[config.mk]
export PLATFORM = sky130hd
export DESIGN_NAME = muldiv_wb
export DESIGN_NICKNAME = d
export VERILOG_FILES = /design/src/rtl/muldiv_wb.sv
export SDC_FILE = /design/constraint.sdc
export NUM_CORES = 1
export LEC_CHECK = 0
export ABC_AREA = 1
export BUFFER_PORTS_ARGS = -buffer_cell sky130_fd_sc_hd__buf_2
export CORE_ASPECT_RATIO = 1.75
export CORE_MARGIN = 2
export CORE_UTILIZATION = 30
export DETAILED_ROUTE_END_ITERATION = 10
export GPL_TIMING_DRIVEN = 0
export PLACE_DENSITY = 0.47
export SLEW_MARGIN = 10
export SYNTH_ARGS = -nofsm -noshare
export SYNTH_HDL_FRONTEND = slang
export SYNTH_SLANG_ARGS = --single-unit
[constraint.sdc]
create_clock -name clk -period 2.2 [get_ports clk]
set_input_delay 0.11 -clock clk [delete_from_list [all_inputs] [get_ports clk]]
set_output_delay 0.11 -clock clk [all_outputs]
set_load 0.02 [all_outputs]
[src/rtl/muldiv_wb.sv]
// Iterative RV32M multiply/divide unit writing its result straight into the register file.
// Latency: accept edge is edge 0; wreq is high after edge 34 and ready returns after edge 35.
// Backpressure: one op in flight; start is only taken while ready=1; kill abandons the op.
module muldiv_wb #(
   parameter int XLEN = 32
) (
   input  logic            clk,
   input  logic            rstn,
   input  logic            start,
   output logic            ready,
   input  logic [2:0]      funct3,
   input  logic [XLEN-1:0] rs1_val,
   input  logic [XLEN-1:0] rs2_val,
   input  logic [3:0]      rd,
   input  logic            kill,
   output logic            busy,
   output logic [3:0]      pend_rd,
   output logic            wreq,
   output logic [3:0]      windex,
   output logic [XLEN-1:0] wdata
);

   typedef enum logic [1:0] {IDLE, CALC, FIX, DONE} state_t;

   state_t            state_q, state_d;
   logic [4:0]        cnt_q, cnt_d;
   logic [2:0]        f3_q, f3_d;
   logic [3:0]        rd_q, rd_d;
   logic              neg_a_q, neg_a_d, neg_b_q, neg_b_d, bzero_q, bzero_d;
   // hi/lo hold {accumulator, multiplier} for multiply and {remainder, quotient} for divide
   logic [XLEN-1:0]   hi_q, hi_d, lo_q, lo_d, b_q, b_d, res_q, res_d;
   logic              ready_q, ready_d, busy_q, busy_d, wreq_q, wreq_d;
   logic [3:0]        pend_q, pend_d, windex_q, windex_d;
   logic [XLEN-1:0]   wdata_q, wdata_d;

   logic              accept, signed_a, signed_b, neg_a, neg_b;
   logic [XLEN-1:0]   mag_a, mag_b, dsub;
   logic [XLEN:0]     madd, dshift;
   logic              dge;
   logic [2*XLEN-1:0] prod, sprod;

   // Operand decode, one shift-add / shift-subtract step, and sign correction of the final product
   always_comb begin
      accept   = ready_q & start & ~kill;
      signed_a = (funct3 == 3'b001) | (funct3 == 3'b010) | (funct3[2] & ~funct3[0]);
      signed_b = (funct3 == 3'b001) | (funct3[2] & ~funct3[0]);
      neg_a    = signed_a & rs1_val[XLEN-1];
      neg_b    = signed_b & rs2_val[XLEN-1];
      mag_a    = neg_a ? -rs1_val : rs1_val;
      mag_b    = neg_b ? -rs2_val : rs2_val;
      madd     = {1'b0, hi_q} + (lo_q[0] ? {1'b0, b_q} : {(XLEN+1){1'b0}});
      dshift   = {hi_q, lo_q[XLEN-1]};
      dge      = dshift >= {1'b0, b_q};
      // the partial remainder always stays below the divisor, so XLEN bits of difference suffice
      dsub     = dshift[XLEN-1:0] - b_q;
      prod     = {hi_q, lo_q};
      sprod    = (neg_a_q ^ neg_b_q) ? -prod : prod;
   end

   // Next-state, datapath and registered-output logic
   always_comb begin
      state_d  = state_q;
      cnt_d    = cnt_q;
      f3_d     = f3_q;
      rd_d     = rd_q;
      neg_a_d  = neg_a_q;
      neg_b_d  = neg_b_q;
      bzero_d  = bzero_q;
      hi_d     = hi_q;
      lo_d     = lo_q;
      b_d      = b_q;
      res_d    = res_q;
      windex_d = windex_q;
      wdata_d  = wdata_q;
      wreq_d   = 1'b0;
      case (state_q)
         IDLE: begin
            if (accept) begin
               state_d = CALC;
               cnt_d   = 5'd0;
               f3_d    = funct3;
               rd_d    = rd;
               neg_a_d = neg_a;
               neg_b_d = neg_b;
               bzero_d = (rs2_val == '0);
               hi_d    = '0;
               if (funct3[2]) begin
                  lo_d = mag_a;
                  b_d  = mag_b;
               end else begin
                  lo_d = mag_b;
                  b_d  = mag_a;
               end
            end
         end
         CALC: begin
            cnt_d = cnt_q + 5'd1;
            if (f3_q[2]) begin
               hi_d = dge ? dsub : dshift[XLEN-1:0];
               lo_d = {lo_q[XLEN-2:0], dge};
            end else begin
               hi_d = madd[XLEN:1];
               lo_d = {madd[0], lo_q[XLEN-1:1]};
            end
            if (cnt_q == 5'd31) state_d = FIX;
         end
         FIX: begin
            state_d = DONE;
            case (f3_q)
               3'b000:                 res_d = sprod[XLEN-1:0];
               3'b001, 3'b010, 3'b011: res_d = sprod[2*XLEN-1:XLEN];
               // divide-by-zero yields all ones even when the dividend is negative
               3'b100, 3'b101:         res_d = bzero_q ? '1 : ((neg_a_q ^ neg_b_q) ? -lo_q : lo_q);
               default:                res_d = neg_a_q ? -hi_q : hi_q;
            endcase
         end
         DONE: begin
            state_d  = IDLE;
            windex_d = rd_q;
            wdata_d  = res_q;
            wreq_d   = (rd_q != 4'd0);
         end
         default: state_d = IDLE;
      endcase
      if (kill && state_q != IDLE) begin
         state_d = IDLE;
         wreq_d  = 1'b0;
      end
      // ready drops on the accept edge itself so a second start is never offered a false ready
      ready_d = accept ? 1'b0 : ((state_q == IDLE) | kill);
      busy_d  = ~ready_d;
      pend_d  = ready_d ? 4'd0 : (accept ? rd : rd_q);
   end

   // State and output registers with synchronous active-low reset
   always_ff @(posedge clk) begin
      if (!rstn) begin
         state_q  <= IDLE;
         cnt_q    <= '0;
         f3_q     <= '0;
         rd_q     <= '0;
         neg_a_q  <= 1'b0;
         neg_b_q  <= 1'b0;
         bzero_q  <= 1'b0;
         hi_q     <= '0;
         lo_q     <= '0;
         b_q      <= '0;
         res_q    <= '0;
         ready_q  <= 1'b1;
         busy_q   <= 1'b0;
         pend_q   <= '0;
         wreq_q   <= 1'b0;
         windex_q <= '0;
         wdata_q  <= '0;
      end else begin
         state_q  <= state_d;
         cnt_q    <= cnt_d;
         f3_q     <= f3_d;
         rd_q     <= rd_d;
         neg_a_q  <= neg_a_d;
         neg_b_q  <= neg_b_d;
         bzero_q  <= bzero_d;
         hi_q     <= hi_d;
         lo_q     <= lo_d;
         b_q      <= b_d;
         res_q    <= res_d;
         ready_q  <= ready_d;
         busy_q   <= busy_d;
         pend_q   <= pend_d;
         wreq_q   <= wreq_d;
         windex_q <= windex_d;
         wdata_q  <= wdata_d;
      end
   end

   assign ready   = ready_q;
   assign busy    = busy_q;
   assign pend_rd = pend_q;
   assign wreq    = wreq_q;
   assign windex  = windex_q;
   assign wdata   = wdata_q;

endmodule

# Word-level counts from Yosys, hierarchy flattened
# Cells that the tools add are included.
[word_totals]
ff_bits = 188
in_bits = 75
[classes]
add_sub_neg = 8
n_lt_le_gt_ge = 1
n_eq_ne = 13
n_mux = 24
n_bitwise = 15
n_reduce_logical = 15
[ops]
columns = ["cell", "count"]
rows = [
  ["32-bit 2-to-1 mux", 13],
  ["32-bit negation", 4],
  ["32-bit case mux with 2 select lines", 2],
  ["32-bit case mux with 3 select lines", 1],
  ["64-bit 2-to-1 mux", 1],
  ["64-bit negation", 1],
  ["32-bit by 32-bit adder with 33-bit output", 1],
  ["33-bit by 32-bit greater-or-equal comparator with 1-bit output", 1],
  ["32-bit logical NOT", 1],
  ["32-bit subtractor", 1],
  ["5-bit case mux with 2 select lines", 1],
  ["3-bit by 2-bit equality test with 1-bit output (second input constant)", 3],
  ["2-bit case mux with 4 select lines", 1],
  ["3-bit by 1-bit equality test with 1-bit output (second input constant)", 2],
  ["3-bit equality test (second input constant)", 2],
  ["2-bit AND reduction", 3],
  ["2-bit OR reduction", 3],
  ["3-bit OR reduction", 2],
  ["5-bit by 1-bit adder with 5-bit output (second input constant)", 1],
  ["1-bit bitwise AND", 5],
  ["5-bit equality test (second input constant)", 1],
  ["5-bit 2-to-1 mux", 1],
  ["1-bit NOT", 5],
  ["2-bit equality test (second input constant)", 2],
  ["other kinds (12)", 18],
]

# Depth between registers and ports, before layout
[logic_depth]
depth_word = 8
depth_mapped = 21

# Worst setup path before layout
# OpenSTA, ideal clock, no wires.
[synth_timing]
kind = "reg2reg"
startpoint = "reg lo_q[0]"
endpoint = "reg hi_q[14]"
setup_ps = 132
arrival_time_ps = 2135
setup_slack_ps = -67
path_stages_with_launch = 17
n_path_buf = 2
path_cell_list = "dfxtp_1 > buf_6 > clkbuf_1 > nand2_1 > inv_1 > ha_1 > nand2_1 > inv_1 > a21oi_1 > nand2_1 > nand2_1 > nand2_1 > or2_2 > nand3_1 > nand3_1 > nand2_1 > a21oi_1"
[synth_between]
elab_chain_len = 4
[synth_lines]
columns = ["element", "line_no", "source"]
rows = [
  ["from (decl)", "31", "logic [XLEN-1:0] hi_q, hi_d, lo_q, lo_d, b_q, b_d, res_q, res_d;"],
  ["from (signal assigned)", "164", "lo_q <= lo_d;"],
  ["32-bit 2-to-1 mux", "51", "madd = {1'b0, hi_q} + (lo_q[0] ? {1'b0, b_q} : {(XLEN+1){1'b0}});"],
  ["32-bit by 32-bit adder with 33-bit output", "51", ""],
  ["32-bit 2-to-1 mux", "98", "if (f3_q[2]) begin"],
  ["32-bit case mux with 2 select lines", "76", "case (state_q)"],
  ["to (signal assigned)", "163", "hi_q <= hi_d;"],
  ["to (decl)", "31", ""],
]
# No other way between the ends.
# A chain may end at the register's enable or synchronous reset.

# Worst setup path after layout
[layout_timing]
startpoint = "reg lo_q[0]"
endpoint = "reg res_q[0]"
[layout_between]
elab_chain_len = 4
word_cells_on_any_way = 6
[layout_lines]
columns = ["element", "line_no", "source"]
rows = [
  ["32-bit negation", "113", "3'b100, 3'b101: res_d = bzero_q ? '1 : ((neg_a_q ^ neg_b_q) ? -lo_q : lo_q);"],
  ["32-bit 2-to-1 mux (2 in a row)", "113", ""],
  ["32-bit case mux with 3 select lines (*)", "109", "case (f3_q)"],
  ["to (signal assigned)", "166", "res_q <= res_d;"],
  ["to (decl)", "31", ""],
]
# Every way passes the cells marked *; elsewhere a longest branch is shown, timed or not.

==> flow_metrics.tcl <==
set metrics [dict create \
    place_inst 4297 \
    routed_wirelength_um 107000 \
    post_synth_and_or_nand_nor_area_fraction_pct 40.8 \
    max_clock_freq_mhz 380 \
    max_cap_viol_count 0 \
    design_area_um2 25600 \
    layoutNonFillerInstCount 4478 \
    syn-instance-count 3382 \
    drc_errors 0 \
    timing.critical_path.fanout_max 7 \
    worst-setup-path-type "register to register" \
    number_of_antenna_violations_at_the_first_check_in_global_routing 1 \
    yosys.area_share.adder_pct 5.13 \
    finalHoldViolations 0 \
    crit_arrival_ps 2960 \
    synth_seq_cells 188 \
    synthesis.yosys.warnings 0 \
    total_track_usage_pct 31.7 \
    syn-num-nets 3533 \
    most-common-layout-cells "sky130_fd_sc_hd__nand2_1, sky130_fd_sc_hd__inv_1, sky130_fd_sc_hd__nor2_1" \
    synthMuxAreaShare_pct 0.0531 \
    ctsRootBufferMaster "sky130_fd_sc_hd__clkbuf_16" \
    via_count 23900 \
    worstPathRequired_ps 2540 \
    endpoint_with_the_worst_hold_slack "b_q[6]" \
    placed_area_um2 20400 \
    vias_per_cell 5.33 \
    port-buffer-count 116 \
    layout.nets 3818 \
    synth.lib_cells_used.distinct 57 \
    final.setup_skew_ps 16.4 \
    groute.layer.met3.usage_pct 4.04 \
    core_area_um2 62200 \
    floorplan.io_pins 118 \
    timing.hold.worst.class "input pin to register" \
    route.detailed.wl_per_inst_um 23.9 \
    y_dimension_of_the_die_um 336 \
    slowest_delay_ps 740 \
    violations_in_the_final_reports "setup timing" \
    layout_commonest_cell "sky130_fd_sc_hd__nand2_1" \
    clkLatencyLatePin_ps 490 \
    cellPowerDensity_nw_per_um2 994 \
    reg2reg_depth 11 \
    slew-limit-headroom_pct 26.9 \
    drt-initial-drc-count 1710 \
    timing.critical_path.slowest_stage_cell "sky130_fd_sc_hd__o211ai_1" \
    synth_top_family_by_area "simple AND/OR/NAND/NOR gates" \
    final.hold.worst_slack_ps 6.26 \
    setup_violations 62 \
    ys_async_sr_fraction_pct 0 \
    run_status "finished with violations" \
    synth-edff-count 0 \
    grt.busiest_layer "met2" \
    place.detailed.hpwl_um 85400 \
    overflow 0 \
    startpoint_type "register" \
    rsz0062_at_grt "yes" \
    synth-compound-area-share_pct 17.8 \
    clock_tree.htree_level_count 4 \
    vias_in_the_first_global_route 23100 \
    clkTransAtPathRegs_ps 80 \
    gr-usage-met2_pct 58.2 \
    critical_path.startpoint "lo_q[0]" \
    antenna_violating_nets_post_route 0 \
    final_period_util_pct 119 \
    holdCritStartpoint "rs1_val[6]" \
    finalCriticalPeriod_ps 2630 \
    syn_area_per_cell_um2 5.57 \
    worst-slew-pin-transition_ps 1100 \
    crit_reg_reg_startpoint "lo_q[0]" \
    cts_buffers 17 \
    cellLeakagePower_nw 12.2 \
    chipWidth_um 193 \
    cts_tree "built" \
    cts_buffer_depth 2 \
    global_routing_met1_resource_utilization_pct 30.4 \
    die_area_um2 64900 \
    first_pass_iteration_count_of_the_detailed_router 5 \
    post_layout_worst_setup_margin_ps -429 \
    areaGrowthSynthToFinish_pct 35.8 \
    first_pass_grt_wire_length_um 151000 \
    share_of_the_yosys_chip_area_belonging_to_registers_pct 20.0 \
    synth_xor_xnor_area_share_pct 3.53 \
    post_synth_instance_area_um2 18800 \
    worstPathCellList "buf_12 -> buf_8 -> clkinv_8 -> ha_4 -> nand4_1 -> nor2_2 -> nand3_2 -> o21ai_4 -> nor2_1 -> o211ai_1 -> a21oi_1" \
    routabilityCongestion 1.01 \
    synth-main-ff-cell "sky130_fd_sc_hd__dfxtp_1" \
    clock_sinks 188 \
    capturing_point_of_the_worst_reg2reg_path "res_q[0]" \
    floorplan.rows 121 \
    power.ir.vdd_worst_mv 0.595 \
    n_antenna_cell 0 \
    final_layout_size_suffix_gt1_share_pct 28.1 \
    timing_max_transition_violations_final 0 \
    worst-r2r-setup-slack_ps -430 \
    initial_utilization_pct 30.3 \
    timing.hold.worst_path_depth 4 \
    maximum_number_of_pins_on_one_net_before_global_route_repair 18 \
    setup.worst_path.end_class "register" \
]
==> through the flow <==
step / setup TNS, ps / setup slack [ps] / util, % / power (mW)
floorplan: 0 / 8.05 / - / 12.6
global placement: -46530 / -949 / 32.8 / 17.8
global route: -16870 / -515 / 41.1 / 26.7
finish: -11960 / -429 / 41.1 / 25.4
detailed placement: -45180 / -989 / 32.8 / 17.8
CTS: -5950 / -290 / 37.9 / 22.8
==> routing by layer <==
layer / wire [um] / vias up
met5: 15 / -
met4: 12200 / 2
met3: 4730 / 389
met2: 54200 / 886
met1: 36100 / 11100
li1: - / 11500
==> critical path, delay by kind of cell, from the launching register on <==
kind,cells,cell delay (ps)
AOI/OAI and AO/OA,3,1100
adders and majority gates,1,130
buffers and inverters,3,320
DFF,1,330
and+or+nand+nor,4,580
==> where the power goes <==
group | internal [mW] | total, mW | switching, mW
logic | 5.90 | 17.7 | 11.8
clock network | 1.48 | 3.17 | 1.69
registers | 3.96 | 4.55 | 0.599
==> kinds of logic after synthesis <==
family / count (synthesis)
simple gates: 1820
buf+inv: 611
compound gates: 610
flops: 188
xor+xnor: 76
fa+ha+maj: 76
mux: 1
==> registers in the layout, summed over array words and instances, names as in the netlist <==
register  cells
ready         1
rd_q          4
windex        4
lo_q         32
bzero_q       1
hi_q         32
neg_b_q       1
state_q       2
wdata        32
res_q        32
wreq          1
pend_rd       4
cnt_q         5
b_q          32
busy          1
neg_a_q       1
f3_q          3
==> worst max-delay path by stage <==
stage / to / slack, ps / depth (start not counted)
global route: res_q[0] / -510 / 11
global placement: hi_q[26] / -950 / 16
CTS: hi_q[26] / -290 / 16
detailed placement: hi_q[26] / -990 / 16
finish: res_q[0] / -430 / 11
floorplan: hi_q[14] / 8 / 16
==> synth_stat cells (all sizes together), types with 47 or more instances <==
library cell / number / share of area [%]
ha: 74 / 4.9
nor2: 416 / 8.8
inv: 477 / 9.5
o21ai: 251 / 6.9
dfxtp: 188 / 20
buf: 53 / 1.6
a21oi: 261 / 7.0
clkbuf: 77 / 1.5
nand4: 47 / 1.6
xor2: 68 / 3.2
nand2: 964 / 19
nand3: 318 / 8.6
==> area by class of cell <==
class                   instances  area [um2]
inverters                     481        1860
plain buffers                 129         810
flip-flops and latches        188        3940
fillers                      6953       36600
clock buffers                  19         433
clock inverters                12         110
multi-input cells            2584       15500
well taps                     799        1000
repair buffers                266        1900
==> timing repair <==
item | CTS | global route
endpoints found under the hold margin | 13 | 0
setup endpoints to repair | 137 | 126
cloned | 1 | 3
gates resized for setup | 557 | 388
hold buffers | 9 | 0
pin swaps | 55 | 134
setup buffers | 59 | 80
(Power assumes the default switching activity.)
